### config.mk
export PLATFORM = sky130hd
export DESIGN_NAME = lfsr_stream_cypher
export DESIGN_NICKNAME = d
export VERILOG_FILES = /design/src/rtl/stream_cypher_pkg.sv /design/src/rtl/galois_lfsr.sv /design/src/rtl/lfsr_stream_cypher.sv
export SDC_FILE = /design/constraint.sdc
export NUM_CORES = 1
export LEC_CHECK = 0
export CAP_MARGIN = 20
export CORE_MARGIN = 3
export CORE_UTILIZATION = 53
export CTS_BUF_LIST = sky130_fd_sc_hd__clkbuf_8
export CTS_CLUSTER_SIZE = 40
export DETAILED_ROUTE_END_ITERATION = 6
export MAX_ROUTING_LAYER = met4
export PLACE_DENSITY = 0.78
export REMOVE_ABC_BUFFERS = 1
export SLEW_MARGIN = 5
export SYNTH_ARGS = -nofsm -noshare
export SYNTH_HDL_FRONTEND = slang
export SYNTH_HIERARCHICAL = 1
export SYNTH_SLANG_ARGS = --single-unit
### constraint.sdc
create_clock -name clk -period 2.3 [get_ports clk]
set_input_delay 0.23 -clock clk [delete_from_list [all_inputs] [get_ports clk]]
set_output_delay 0.23 -clock clk [all_outputs]
set_load 0.01 [all_outputs]
### src/rtl/stream_cypher_pkg.sv
// Shared definitions for the LFSR stream cypher blocks.
// Holds the top-level FSM state encoding and the default keystream
// polynomial and seed used by lfsr_stream_cypher and galois_lfsr.
package stream_cypher_pkg;

  typedef enum logic [1:0] {
    StReady = 2'd0,
    StGen   = 2'd1,
    StOut   = 2'd2
  } state_e;

  // x^16 + x^14 + x^13 + x^11 + 1 in Galois (right-shift) form.
  localparam logic [15:0] DefaultTaps = 16'hB400;
  localparam logic [15:0] DefaultSeed = 16'hACE1;

endpackage

### src/rtl/galois_lfsr.sv
// Right-shifting Galois LFSR with a synchronous seed load.
// Ports:
//   clk      - rising-edge clock
//   rst      - synchronous active-high reset, state <= RESET_SEED
//   load     - load load_val (all-zero value is replaced by 1)
//   load_val - seed value sampled when load=1
//   step     - advance one position; ignored when load=1
//   state    - current LFSR register, bit 0 is the output bit
module galois_lfsr
  import stream_cypher_pkg::*;
#(
  parameter int unsigned       WIDTH      = 16,
  parameter logic [WIDTH-1:0]  TAPS       = WIDTH'(DefaultTaps),
  parameter logic [WIDTH-1:0]  RESET_SEED = WIDTH'(DefaultSeed)
) (
  input  logic             clk,
  input  logic             rst,
  input  logic             load,
  input  logic [WIDTH-1:0] load_val,
  input  logic             step,
  output logic [WIDTH-1:0] state
);

  logic [WIDTH-1:0] state_q;

  always_ff @(posedge clk) begin
    if (rst) begin
      state_q <= RESET_SEED;
    end else if (load) begin
      // All-zero is the lock-up state of an XOR LFSR; force a set LSB instead.
      state_q <= (load_val == '0) ? WIDTH'(1) : load_val;
    end else if (step) begin
      state_q <= (state_q >> 1) ^ (state_q[0] ? TAPS : '0);
    end
  end

  assign state = state_q;

endmodule

### src/rtl/lfsr_stream_cypher.sv
// Word-serial LFSR stream cypher: each accepted word is XORed with DATA_W
// keystream bits taken one per cycle from a Galois LFSR. Encrypt and
// decrypt are the same operation.
// Ports:
//   clk, rst              - clock and synchronous active-high reset
//   seed_load, seed       - one-cycle pulse reloading the LFSR; aborts any word
//   in_valid/ready/data   - plaintext or ciphertext input channel
//   out_valid/ready/data  - XOR result channel
//   word_cnt              - wrapping count of words delivered on out
module lfsr_stream_cypher
  import stream_cypher_pkg::*;
#(
  parameter int unsigned        DATA_W     = 8,
  parameter int unsigned        LFSR_W     = 16,
  parameter logic [LFSR_W-1:0]  TAPS       = LFSR_W'(DefaultTaps),
  parameter logic [LFSR_W-1:0]  RESET_SEED = LFSR_W'(DefaultSeed)
) (
  input  logic              clk,
  input  logic              rst,
  input  logic              seed_load,
  input  logic [LFSR_W-1:0] seed,
  input  logic              in_valid,
  output logic              in_ready,
  input  logic [DATA_W-1:0] in_data,
  output logic              out_valid,
  input  logic              out_ready,
  output logic [DATA_W-1:0] out_data,
  output logic [15:0]       word_cnt
);

  localparam int unsigned     CntW    = $clog2(DATA_W + 1);
  localparam logic [CntW-1:0] CntLast = CntW'(DATA_W - 1);

  state_e            state_q, state_d;
  logic [CntW-1:0]   cnt_q;
  logic [DATA_W-1:0] data_q;
  logic [DATA_W-1:0] ks_q;
  logic [DATA_W-1:0] ks_next;
  logic [DATA_W-1:0] out_data_q;
  logic [15:0]       word_cnt_q;
  logic [LFSR_W-1:0] lfsr_state;
  logic              gen_last;
  logic              in_fire;
  logic              out_fire;
  logic              lfsr_step;
  logic              unused_lfsr_hi;

  galois_lfsr #(
    .WIDTH      (LFSR_W),
    .TAPS       (TAPS),
    .RESET_SEED (RESET_SEED)
  ) u_lfsr (
    .clk      (clk),
    .rst      (rst),
    .load     (seed_load),
    .load_val (seed),
    .step     (lfsr_step),
    .state    (lfsr_state)
  );

  // Only the output bit of the LFSR feeds the keystream.
  assign unused_lfsr_hi = ^lfsr_state[LFSR_W-1:1];

  // seed_load masks both handshakes so an aborted word is never counted.
  assign gen_last  = (cnt_q == CntLast);
  assign in_fire   = in_valid & in_ready & ~seed_load;
  assign out_fire  = out_valid & out_ready & ~seed_load;
  assign lfsr_step = (state_q == StGen) & ~seed_load;
  assign ks_next   = ks_q | (DATA_W'(lfsr_state[0]) << cnt_q);

  // State register.
  always_ff @(posedge clk) begin
    if (rst) begin
      state_q <= StReady;
    end else begin
      state_q <= state_d;
    end
  end

  // Next-state logic.
  always_comb begin
    state_d = state_q;
    if (seed_load) begin
      state_d = StReady;
    end else begin
      unique case (state_q)
        StReady: if (in_fire)  state_d = StGen;
        StGen:   if (gen_last) state_d = StOut;
        StOut:   if (out_fire) state_d = StReady;
        default:               state_d = StReady;
      endcase
    end
  end

  // Outputs decoded from registered state only.
  always_comb begin
    in_ready  = 1'b0;
    out_valid = 1'b0;
    unique case (state_q)
      StReady: in_ready  = 1'b1;
      StOut:   out_valid = 1'b1;
      default: ;
    endcase
  end

  // Datapath.
  always_ff @(posedge clk) begin
    if (rst) begin
      cnt_q      <= '0;
      data_q     <= '0;
      ks_q       <= '0;
      out_data_q <= '0;
      word_cnt_q <= '0;
    end else begin
      if (in_fire) begin
        data_q <= in_data;
        ks_q   <= '0;
        cnt_q  <= '0;
      end
      if (lfsr_step) begin
        ks_q  <= ks_next;
        cnt_q <= cnt_q + CntW'(1);
        if (gen_last) begin
          out_data_q <= data_q ^ ks_next;
        end
      end
      if (out_fire) begin
        word_cnt_q <= word_cnt_q + 16'd1;
      end
      if (seed_load) begin
        cnt_q <= '0;
      end
    end
  end

  assign out_data = out_data_q;
  assign word_cnt = word_cnt_q;

endmodule

==> results of run 1 <==
## worst max-delay path by stage
stage,from,endpoint,slack [ns],cells past startpoint
after floorplan,state_q[0],out_data[0],-1.63,3
after global placement,seed_load,word_cnt[13],0.23,5
after detailed placement,seed_load,word_cnt[15],0.21,5
after CTS,state_q[1],out_valid,0.37,2
after global routing,word_cnt[4],word_cnt[14],0.30,4
final,state_q[1],out_valid,0.40,2
## worst max-delay path, stage by stage (launching register included)
cell and delay, ns:
dfxtp_1 0.53, nor2b_1 0.24, clkdlybuf4s50_1 0.57
## layout make-up
type / count / area share, %
inverter: 3 / 0.312
clock buffer: 11 / 4.20
multi-input combinational: 222 / 41.7
sequential: 62 / 34.4
tap: 70 / 2.43
timing repair buffer: 61 / 16.6
clock inverter: 2 / 0.277
## logic make-up after synthesis
kind of cell               Yosys count  share of synthesized area, %
and+or+nand+nor                    111                          21.7
AOI/OAI and AO/OA                   63                          13.6
DFF                                 62                          43.5
muxes                               26                          10.3
buffers and inverters               21                          3.90
xor gates and xnor gates            20                          6.14
adders and majority gates            2                         0.877
## per-stage QoR
stage / util, % / setup WS, ns
global placement: 66.6 / 0.232
detailed placement: 66.6 / 0.205
finish: 69.7 / 0.402
global route: 69.7 / 0.296
floorplan: - / -1.63
CTS: 69.7 / 0.370
## placed cells by master (no fill, tap or decap), types with 8 or more instances in the layout
master and n:
dfxtp_1 62, a21oi_1 35, xnor2_1 13, a22o_1 8
nor2_1 24, clkbuf_8 11, nand2_1 26, nor3_1 12
mux2i_1 14, clkdlybuf4s50_1 53
## metal layers
layer,vias up,wire length (um)
met1,1086,2840
met5,-,0
met4,0,83
li1,1199,-
met2,47,2850
met3,8,243
## power by group through the flow
stage / Clock [uW] / Sequential, uW / Combinational, uW
floorplan: 0 / 1140 / 100
global placement: 0 / 1140 / 196
detailed placement: 0 / 1140 / 200
CTS: 831 / 1120 / 202
global route: 885 / 1120 / 220
finish: 806 / 1120 / 201
## state kept, by name, summed over array words and instances (netlist names)
| name | count |
|---|---|
| cnt_q | 4 |
| data_q | 8 |
| ks_q | 8 |
| out_data | 8 |
| state_q | 2 |
| u_lfsr/state | 16 |
| word_cnt | 16 |
==> run_results.csv, run 1 <==
group,metric,value,unit
die,die_area,6300,um2
global_route,grt_util_met1,26.7,%
sta,rsz0062_at_grt,"false",
power_and_ir_drop,p_total,2130,uW
place,placed_cells,418,
sta,slew_headroom,52.1,%
hold_path,whs_endpoint,"u_lfsr/state[14]",
final_layout,fillCellCount,409,
drt,drc,0,
clock_tree,clock_sinks,62,
setup_path,cp-end-kind,"primary output",
drt,dr_total_vias,2340,
hold_path,min_path_cells,2,
place,place_congestion,0.795,
drt,wl,6010,um
final_layout,antenna_cells,0,
logic_synthesis,synthFlopType,"dfxtp_1",
logic_synthesis,synth.distinct_cells,50,
power_and_ir_drop,p_sw_share,23.0,%
clock_tree,cts_hold_buf,0,
die,die_w,79.4,um
logic_synthesis,synth_area,2850,um2
sta,timing.hold.ws,0.184,ns
power_and_ir_drop,cellPowerDensity,590,nW/um2
sta,finalCritPeriodShare,82.5,%
logic_synthesis,yosys-top-cells-area,"dfxtp_1, a21oi_1, mux2i_1, xnor2_1, nand2_1",
logic_synthesis,netlist_instances,305,
power_and_ir_drop,max-vdd-ir-drop,0.000305,V
clock_tree,cts_tree,"yes",
setup_path,startpoint_type,"register",
die,io_pins,55,
place,port_buffers,54,
clock_tree,cts_setup_buffers,0,
logic_synthesis,synth_common_cells,"dfxtp_1, a21oi_1, nand2_1, nor2_1, mux2i_1",
power_and_ir_drop,pwr-share-comb,9.5,%
drt,routedWlPerCell,13.9,um
global_route,grt_overflow,0,
final_layout,instances_no_fill,431,
sta,worstMarginPinSlew,0.717,ns
final_layout,syn_to_final_growth,26.4,%
sta,setup_violations,0,
die,rows,26,
clock_tree,clock_path_buffers,2,
power_and_ir_drop,leakage,0.00128,uW
clock_tree,htreeDepth,3,
clock_tree,clk_pin_slew,0.06,ns
hold_path,hold_path_class,"in -> reg",
logic_synthesis,synth_top_cell_area_share,43.5,%
sta,drv_slew,0,
drt,first_iter_violations,151,
global_route,grt_usage,21.5,%
hold_path,worstHoldStart,"rst",
final_layout,final_area,3610,um2
global_route,grt_max_degree,47,
global_route,grt_pass1_vias,2269,
logic_synthesis,synth.ff_latch_count,62,
final_layout,seq_area,1240,um2
logic_synthesis,yosysMostFrequentCell,"dfxtp_1",
die,die_h,79.4,um
clock_tree,numCtsBuffers,9,
outcome,outcome,"finished clean",
final_layout,drive_above_1_share,12.5,%
clock_tree,cts_resized,0,
setup_path,reg2reg_depth,4,
global_route,antenna_found_initial,0,
drt,ant_nets,0,
logic_synthesis,ys_warn_count,6,
place,postPlaceCellArea,3450,um2
global_route,grt_use_met3,4.76,%
clock_tree,clkLatencyLatePin,0.33,ns
die,initial_core_util,55.2,%
logic_synthesis,seq_area_frac_synth,43.5,%
sta,finalCriticalPeriod,1.90,ns
setup_path,worstPathRequired,2.07,ns
sta,max_freq,0.527,GHz
logic_synthesis,async_reset_ff_share,0,%
drt,vias_per_cell,5.43,
logic_synthesis,yosysTopAreaCell,"dfxtp_1",
setup_path,crit_arrival,1.67,ns
die,core,5170,um2
setup_path,r2r-end,"word_cnt[14]",
setup_path,reg2reg_from,"word_cnt[4]",
power_and_ir_drop,p_clk_share,37.9,%
power_and_ir_drop,internal_power,1640,uW
final_layout,final_nets,390,
power_and_ir_drop,p_seq_share,52.7,%
sta,hold_viol,0,
clock_tree,cts_root_buf,"clkbuf_8",
logic_synthesis,synth-edff-count,0,
place,dpl.hpwl,4110,um
setup_path,critPathMaxFanout,9,
final_layout,multiInputGateArea,1510,um2
power_and_ir_drop,switchingPower,489,uW
setup_path,regToRegSetupSlack,0.43,ns
global_route,top_usage_layer,"met2",
drt,first_pass_iters,4,
sta,fin_skew,0.00539,ns
setup_path,setup.worst_path.class,"reg -> out",
job,cap_violations,0,
global_route,grt_pass1_wl,10400,um
global_route,grt_use_met2,33.9,%
logic_synthesis,avgSynthCellArea,9.35,um2
sta,final.setup.tns,0,ns
No activity file was read; power rests on OpenSTA's default activity.
==> run 2, diff against run 1 <==
Settings changed: CORE_UTILIZATION 53 to 48, PLACE_DENSITY 0.78 to 0.75.
Clock period 2.3 ns to 1.6 ns, I/O delays scaled along.
==> run 2 against run 1 <==
Against the previous run:
- final cell count up 10%
- clock skew up 0.0014 ns
- critical path depth up 2
- count of clock-buffer cells in the layout down 2
- register-to-register slack worse by 0.41 ns
- core utilization up 1.6 points
- sequential share of layout area down 3.2 points
- combinational power up 66%
- highest routed layer unchanged
- clock power up 60%
- die area up 9.6%
==> run_results.csv, run 2 (same netlist as run 1, synthesis figures left out) <==
group,metric,value,unit
setup_path,critPathMaxFanout,8,
sta,worstMarginPinSlew,0.436,ns
sta,fin_skew,0.00677,ns
final_layout,fillCellCount,414,
clock_tree,clock_path_buffers,2,
final_layout,final_nets,428,
clock_tree,htreeDepth,3,
place,pre_cts_ws,-0.447,ns
die,core,5640,um2
setup_path,worstPathCellList,"nand4_4 > or3_4 > or4_1 > a21oi_1",
die,die_h,83.1,um
sta,max_freq,0.631,GHz
sta,hold_viol,0,
hold_path,min_path_cells,4,
hold_path,hold_path_class,"in -> reg",
power_and_ir_drop,cellPowerDensity,804,nW/um2
power_and_ir_drop,leakage,0.00156,uW
sta,rsz0062_at_grt,"true",
global_route,grt_pass1_wl,11300,um
clock_tree,cts_tree,"yes",
global_route,grt_usage,20.5,%
place,place_congestion,0.843,
drt,first_iter_violations,104,
power_and_ir_drop,p_total,3240,uW
sta,finalCriticalPeriod,1.58,ns
clock_tree,clock_sinks,62,
setup_path,r2r-end,"word_cnt[15]",
clock_tree,cts_hold_buf,0,
setup_path,setup.worst_path.class,"reg -> reg",
final_layout,drive_above_1_share,24.9,%
final_layout,syn_to_final_growth,41.1,%
sta,final.setup.tns,0,ns
drt,ant_nets,0,
sta,finalCritPeriodShare,99.0,%
setup_path,regToRegSetupSlack,0.02,ns
clock_tree,clkLatencyLatePin,0.33,ns
job,cap_violations,0,
clock_tree,cts_root_buf,"clkbuf_8",
global_route,grt_pass1_vias,2499,
setup_path,slowest_delay,0.48,ns
final_layout,final_area,4030,um2
hold_path,worstHoldStart,"out_ready",
place,postPlaceCellArea,3670,um2
sta,setup_violations,0,
final_layout,instances_no_fill,474,
global_route,grt_overflow,0,
die,die_area,6900,um2
place,placed_cells,449,
setup_path,cp-end-kind,"register",
hold_path,whs_endpoint,"state_q[1]",
final_layout,antenna_cells,0,
final_layout,layout_commonest_cell,"dfxtp_1",
die,rows,27,
die,die_w,83.1,um
clock_tree,clk_pin_slew,0.07,ns
final_layout,multiInputGateArea,1600,um2
setup_path,crit_arrival,1.86,ns
global_route,antenna_found_initial,0,
sta,setup_slack,0.0161,ns
drt,dr_total_vias,2591,
power_and_ir_drop,max-vdd-ir-drop,0.000462,V
setup_path,reg2reg_from,"word_cnt[3]",
clock_tree,numCtsBuffers,9,
sta,slew_headroom,71.0,%
setup_path,slowest_stage,"or4_1",
drt,wl,6970,um
drt,routedWlPerCell,14.7,um
final_layout,final_cell_mix,"dfxtp_1, clkdlybuf4s50_1, buf_4",
drt,vias_per_cell,5.47,
setup_path,critPathTopFamily,"simple AND/OR/NAND/NOR gates",
outcome,outcome,"finished clean",
drt,drc,0,
final_layout,seq_area,1250,um2
setup_path,worstPathRequired,1.87,ns
die,initial_core_util,50.6,%
drt,first_pass_iters,4,
setup_path,startpoint_type,"register",
global_route,grt_max_degree,28,
setup_path,worst-path-buf-inv,0,
setup_path,reg2reg_depth,4,
place,dpl.hpwl,4820,um
sta,drv_slew,0,
die,io_pins,55,
place,port_buffers,54,
[run 2: changes by cell type in the layout (fill, tap and decap cells not counted), moves of 3 or more]
| cell | change |
|---|---|
| dlygate4sd2_1 | +3 |
| mux2_4 | +6 |
| buf_4 | +36 |
| mux2_2 | -6 |
| dfxtp_1 | -7 |
| dfxtp_2 | +5 |
| clkdlybuf4s50_1 | -4 |
[run 2: worst max-delay path by stage]
stage,from,endpoint,depth (start not counted)
CTS,state_q[0],u_lfsr/state[8],5
detailed placement,seed_load,u_lfsr/state[8],7
finish,word_cnt[3],word_cnt[15],4
floorplan,state_q[0],out_data[0],3
global placement,seed_load,u_lfsr/state[7],7
global route,word_cnt[3],word_cnt[13],5
[run 2: stage by stage]
stage	utilization [%]	hold slack, ns
CTS	68.7	0.258
global placement	65.0	0.454
detailed placement	65.0	0.462
floorplan	-	0.222
global route	71.3	0.290
finish	71.3	0.272
[run 2: repair_timing]
item,4_1_cts,5_1_grt
setup endpoints to repair,29,27
gates cloned,0,2
buffers inserted,1,6
pin swaps,1,10
resized for setup,12,24
[run 2: power breakdown]
part	internal [uW]	switching [uW]
clock network	697	598
registers	1580	30.2
logic	186	147
total	2460	775
[run 2: cell type report]
type	count	share of cell area, %
multi-input cells	222	39.6
flip-flops and latches	62	31.2
repair buffers	99	22.2
clock buffers	9	3.08
well taps	72	2.24
clock inverters	7	1.43
inverters	3	0.280
[run 2: tightest hold or removal path, delay by kind of cell]
family | cells | cell delay [ns]
compound gates | 1 | 0.07
buf+inv | 2 | 0.26
simple gates | 1 | 0.08
[run 2: per-layer routing]
| metal | global-route usage [%] | routed length (um) |
|---|---|---|
| met1 | 24.4 | 3170 |
| met5 | - | 0 |
| met4 | 9.51 | 110 |
| met2 | 33.2 | 3390 |
| met3 | 4.37 | 302 |
==> run 3, diff against run 2 <==
Settings changed: CTS_CLUSTER_SIZE 40 to default, PLACE_DENSITY 0.75 to 0.85.
==> run 3 against run 2 <==
Against the previous run:
- cell area down 0.81%
- clock skew grew 0.0027 ns
- combinational power down 5%
- register-to-register slack barely moved
- critical path type is now in -> reg
- highest routed layer unchanged
==> run_results.csv, run 3 (same netlist as run 1, synthesis figures left out) <==
group,metric,value,unit
sta,max_freq,0.632,GHz
global_route,grt_overflow,0,
die,die_h,83.1,um
power_and_ir_drop,internal_power,2790,uW
place,port_buffers,54,
global_route,top_usage_layer,"met2",
global_route,antenna_found_initial,0,
global_route,grt_usage,20.1,%
sta,timing.hold.ws,0.126,ns
power_and_ir_drop,leakage,0.00149,uW
power_and_ir_drop,p_sw_share,22.7,%
setup_path,setup.worst_path.class,"in -> reg",
hold_path,worstHoldStart,"rst",
setup_path,startpoint_type,"input pin",
sta,setup_slack,0.0175,ns
die,initial_core_util,50.6,%
place,pre_cts_ws,-0.355,ns
clock_tree,numCtsBuffers,9,
die,rows,27,
global_route,grt_max_degree,47,
power_and_ir_drop,cellPowerDensity,905,nW/um2
setup_path,reg2reg_depth,4,
final_layout,final_nets,419,
power_and_ir_drop,switchingPower,821,uW
power_and_ir_drop,p_total,3610,uW
setup_path,slowest_stage,"clkdlybuf4s50_1",
place,postPlaceCellArea,3640,um2
hold_path,hold_path_class,"in -> reg",
die,io_pins,55,
sta,finalCriticalPeriod,1.58,ns
drt,ant_nets,0,
power_and_ir_drop,pwr-share-comb,8.8,%
clock_tree,clkLatencyLatePin,0.34,ns
setup_path,critPathMaxFanout,5,
sta,slew_headroom,71.7,%
setup_path,crit_arrival,1.86,ns
clock_tree,cts_root_buf,"clkbuf_8",
sta,worstMarginPinSlew,0.425,ns
global_route,grt_use_met2,32.0,%
clock_tree,htreeDepth,3,
outcome,outcome,"finished clean",
setup_path,worstPathCellList,"clkdlybuf4s50_1 > nor4bb_2 > buf_4 > nand2_1 > or4_1 > a21oi_1",
final_layout,antenna_cells,0,
place,dpl.hpwl,4610,um
sta,setup_violations,0,
drt,first_iter_violations,169,
setup_path,slowest_delay,0.55,ns
setup_path,worstPathRequired,1.87,ns
final_layout,syn_to_final_growth,40.0,%
setup_path,worst-path-buf-inv,2,
setup_path,r2r-end,"word_cnt[12]",
clock_tree,clk_pin_slew,0.07,ns
die,die_w,83.1,um
setup_path,critPathTopFamily,"simple AND/OR/NAND/NOR gates",
global_route,grt_pass1_wl,11300,um
final_layout,final_area,3990,um2
sta,fin_skew,0.00944,ns
sta,final.setup.tns,0,ns
die,die_area,6900,um2
setup_path,startpoint,"out_ready",
power_and_ir_drop,p_clk_share,46.7,%
hold_path,whs_endpoint,"data_q[2]",
drt,wl,6910,um
setup_path,cp-end-kind,"register",
global_route,grt_pass1_vias,2460,
global_route,grt_util_met1,25.3,%
clock_tree,clock_path_buffers,2,
sta,hold_viol,0,
clock_tree,cts_hold_buf,0,
clock_tree,cts_tree,"yes",
drt,drc,0,
drt,dr_total_vias,2578,
place,place_congestion,0.851,
hold_path,min_path_cells,2,
sta,drv_slew,0,
power_and_ir_drop,p_seq_share,44.5,%
setup_path,reg2reg_from,"word_cnt[3]",
final_layout,drive_above_1_share,24.4,%
clock_tree,clock_sinks,62,
die,core,5640,um2
drt,routedWlPerCell,14.9,um
drt,first_pass_iters,4,
setup_path,regToRegSetupSlack,0.02,ns
final_layout,final_cell_mix,"dfxtp_1, clkdlybuf4s50_1, a21oi_1, buf_4, nand2_1",
final_layout,layout_commonest_cell,"dfxtp_1",
global_route,grt_use_met3,2.88,%
job,cap_violations,0,
sta,finalCritPeriodShare,98.9,%
drt,vias_per_cell,5.54,
power_and_ir_drop,max-vdd-ir-drop,0.000620,V
run 3: changes by cell type in the layout (fill, tap and decap cells not counted), moves of 2 or more:
cell,change
o31ai_2,+2
mux2_2,+6
clkinv_2,-4
bufinv_16,+2
clkinvlp_4,+2
buf_4,-10
clkinv_4,+2
mux2_4,-6
inv_1,-2
dfxtp_2,+2
o31ai_1,-2
run 3: routing by layer:
| metal | share of wire [%] | vias up |
|---|---|---|
| met4 | 1.7 | 0 |
| met1 | 44 | 1245 |
| li1 | - | 1263 |
| met5 | 0 | - |
| met2 | 50 | 58 |
| met3 | 3.9 | 12 |
run 3: per-stage QoR:
| step | util (%) | instances |
|---|---|---|
| detailed placement | 64.6 | 446 |
| CTS | 69.4 | 463 |
| global route | 70.8 | 465 |
| floorplan | - | 287 |
| global placement | 64.6 | 446 |
| finish | 70.8 | 465 |
run 3: worst max-delay path by stage:
stage / end / slack [ns] / cells after the start
after floorplan: out_data[0] / -2.33 / 3
after global placement: out_data[5] / -0.35 / 6
after detailed placement: u_lfsr/state[6] / -0.35 / 7
after CTS: u_lfsr/state[11] / 0.007 / 7
after global routing: word_cnt[14] / -0.01 / 6
final: word_cnt[12] / 0.02 / 6
run 3: power by group through the flow:
stage | Sequential (uW) | Clock [uW] | Combinational, uW
final | 1610 | 1690 | 318
after floorplan | 1640 | 0 | 144
after global placement | 1640 | 0 | 299
after detailed placement | 1640 | 0 | 308
after CTS | 1610 | 1710 | 313
after global routing | 1610 | 1780 | 345
run 3: layout make-up:
| cell class | count | area, um2 |
|---|---|---|
| multi-input cells | 223 | 1570 |
| clock inverters | 7 | 123 |
| repair buffers | 89 | 818 |
| inverters | 3 | 11.3 |
| well taps | 72 | 90.1 |
| flip-flops and latches | 62 | 1250 |
| fillers | 387 | 1650 |
| clock buffers | 9 | 124 |
run 3: what timing repair did:
item	4_1_cts	5_1_grt
gates cloned	1	1
gates resized for setup	8	21
buffers inserted	0	1
pin swaps	1	8
setup endpoints to repair	17	19
==> variant: new RTL, flow settings as in run 1 <==
Set the parameter `LFSR_W` to 12 (it was 16).
--- a/src/rtl/lfsr_stream_cypher.sv
+++ b/src/rtl/lfsr_stream_cypher.sv
@@ -11,7 +11,7 @@
   import stream_cypher_pkg::*;
 #(
   parameter int unsigned        DATA_W     = 8,
-  parameter int unsigned        LFSR_W     = 16,
+  parameter int unsigned        LFSR_W     = 12,
   parameter logic [LFSR_W-1:0]  TAPS       = LFSR_W'(DefaultTaps),
   parameter logic [LFSR_W-1:0]  RESET_SEED = LFSR_W'(DefaultSeed)
 ) (
Interface: changed (resized seed); port bits go from 55 to 51. The function was not compared with the original's and may differ.
==> variant against run 1 <==
  * Utilization is 4.2 points higher
  * Power shrank 4.8%
  * Cell count decreased by 5.8%
  * Non-clock buffer count shrank 3
  * Area after synthesis shrank 7.9%
  * Sequential share of layout area barely moved
  * Final area down 6.5%
  * Sequential power is 7% lower
  * Count of clock-buffer cells in the layout decreased by 1
  * Wire length is 6.4% lower
  * Worst setup slack improved by 0.0029 ns
  * Worst hold slack improved by 0.26 ns
  * Sequential cell count decreased by 4
  * Critical path type unchanged
  * Largest power group unchanged
==> variant: results (changes against run 1) <==
status=complete, no violations (unchanged); Post-CTS Setup Bufs=0 (unchanged); vias in the first global route=2047 (was 2269); Compound-Gate Fraction of Synth Area=14.1% (was 13.6%); Ant. Diodes=0 (unchanged); Worst Skew=0.00748 ns (was 0.00539 ns); number of flip-flops in the largest register=16; share of layout cells above drive strength 1=12.6% (was 12.5%); HP Start=in_data[4] (was rst); first-pass GRT wire length=9640 microns (was 10400 microns); Netlist cell types=47 (was 50); Psw=0.495 mW (was 0.489 mW); GRT Util Overall=20.7% (was 21.5%); multiplexer share of the synthesized area=8.52% (was 10.3%); DR vias/cell=5.43 (about the same); Clock Latency Late Sink=0.33 ns (about the same); Worst Hold End=data_q[4]$_SDFFE_PP0P_ (was u_lfsr/state[14]$_SDFFE_PP0P_); peak supply drop=0.457 mV (was 0.305 mV); Leak=1.20 nW (was 1.28 nW); reg2reg end=word_cnt[14]$_SDFFE_PP0P_ (unchanged); WHS Path Cells=3 (was 2); Yosys warning count=6 (unchanged); Post-DP HPWL=4090 microns (was 4110 microns); Hold Slack=0.447 ns (was 0.184 ns); routed len/inst=13.9 microns (about the same); Worst Path Max Fanout=9 (unchanged); ranking of synthesized cells by area=dfxtp_1, a21oi_1, xnor2_1, mux2i_1, nand2_1 (was dfxtp_1, a21oi_1, mux2i_1, xnor2_1, nand2_1); Nets=363 (was 390); H-tree depth=3 (unchanged); Fillers=368 (was 409); Rel. slew slack=58.1% (was 52.1%); post-synthesis sequential area ratio=44.2% (was 43.5%); worst min path class=in -> reg (unchanged); top post-synthesis cells by count=dfxtp_1, a21oi_1, nand2_1 (unchanged); Final Wtd Congestion=0.751 (was 0.795); Post-Place Setup Slack=0.101 ns (was 0.205 ns); largest net degree at the start of global routing=27 (was 47); worst r2r src=word_cnt[3]$_SDFFE_PP0P_ (was word_cnt[4]$_SDFFE_PP0P_); area share of fa/ha/maj cells after synthesis=0.952% (was 0.877%); clock transition at the registers of the reported paths=roughly 0.070 ns; Post-Synth XOR/XNOR Area=6.00% (was 6.14%); DR iter-0 viols=94 (was 151); Final Max Tran Viols=0 (unchanged); PortBufs=50 (was 54)
## variant: cell count changes after synthesis, sizes merged, moves of 2 or more
cell,run 1,this run
dfxtp,62,58
mux2,12,9
mux2i,14,10
nor2,25,23
## variant: worst max-delay path by stage
stage,from,end,slack (ns),depth (start not counted)
after detailed placement,seed_load,out_data[5]$_SDFFE_PP0P_,0.10,6
after CTS,state_q[1]$_SDFFE_PP0P_,out_valid,0.38,2
after floorplan,state_q[0]$_SDFFE_PP0P_,out_data[0]$_SDFFE_PP0P_,-1.21,3
final,state_q[1]$_SDFFE_PP0P_,out_valid,0.41,2
after global routing,state_q[1]$_SDFFE_PP0P_,word_cnt[12]$_SDFFE_PP0P_,0.26,4
after global placement,seed_load,out_data[6]$_SDFFE_PP0P_,0.17,6
## variant: critical path: cells and delay by family (launching register included)
| kind | cells | cell delay, ns |
|---|---|---|
| buffers and inverters | 1 | 0.57 |
| DFF | 1 | 0.54 |
| and+or+nand+nor | 1 | 0.23 |
## variant: per-layer routing
layer	vias to the layer above	GRT usage, %	share of wire, %
met5	-	-	0
met1	1031	26.6	48
met4	0	5.43	1.1
met2	46	31.6	46
met3	7	6.50	4.6
li1	1120	-	-
## variant: final cells by class
cell class	count	area [sq um]	area share, %
inverters	3	11.3	0.334
clock buffers	10	138	4.08
well taps	65	81.3	2.41
repair buffers	58	573	17.0
flip-flops and latches	58	1160	34.4
clock inverters	6	33.8	1.00
multi-input cells	206	1380	40.8
## variant: stage by stage
stage | area [sq um] | power [mW] | cells | util [%]
CTS | 3370 | 2.04 | 406 | 73.9
global placement | 3200 | 1.24 | 390 | 70.1
floorplan | 2540 | 1.14 | 267 | -
detailed placement | 3200 | 1.24 | 390 | 70.1
global route | 3370 | 2.11 | 406 | 73.9
finish | 3370 | 2.03 | 406 | 73.9
## variant: power by group through the flow
stage / Sequential, mW / Clock [mW] / Combinational (mW)
floorplan: 1.06 / 0 / 0.0834
global placement: 1.06 / 0 / 0.171
detailed placement: 1.07 / 0 / 0.173
CTS: 1.04 / 0.823 / 0.175
global route: 1.05 / 0.877 / 0.190
finish: 1.04 / 0.810 / 0.174
## variant: cells by family (layout without fill, tap and decap cells)
| family | Yosys count | in the layout |
|---|---|---|
| xor+xnor | 18 | 18 |
| buf+inv | 20 | 77 |
| flops | 58 | 58 |
| mux | 19 | 19 |
| fa+ha+maj | 2 | 2 |
| simple gates | 106 | 106 |
| compound gates | 61 | 61 |
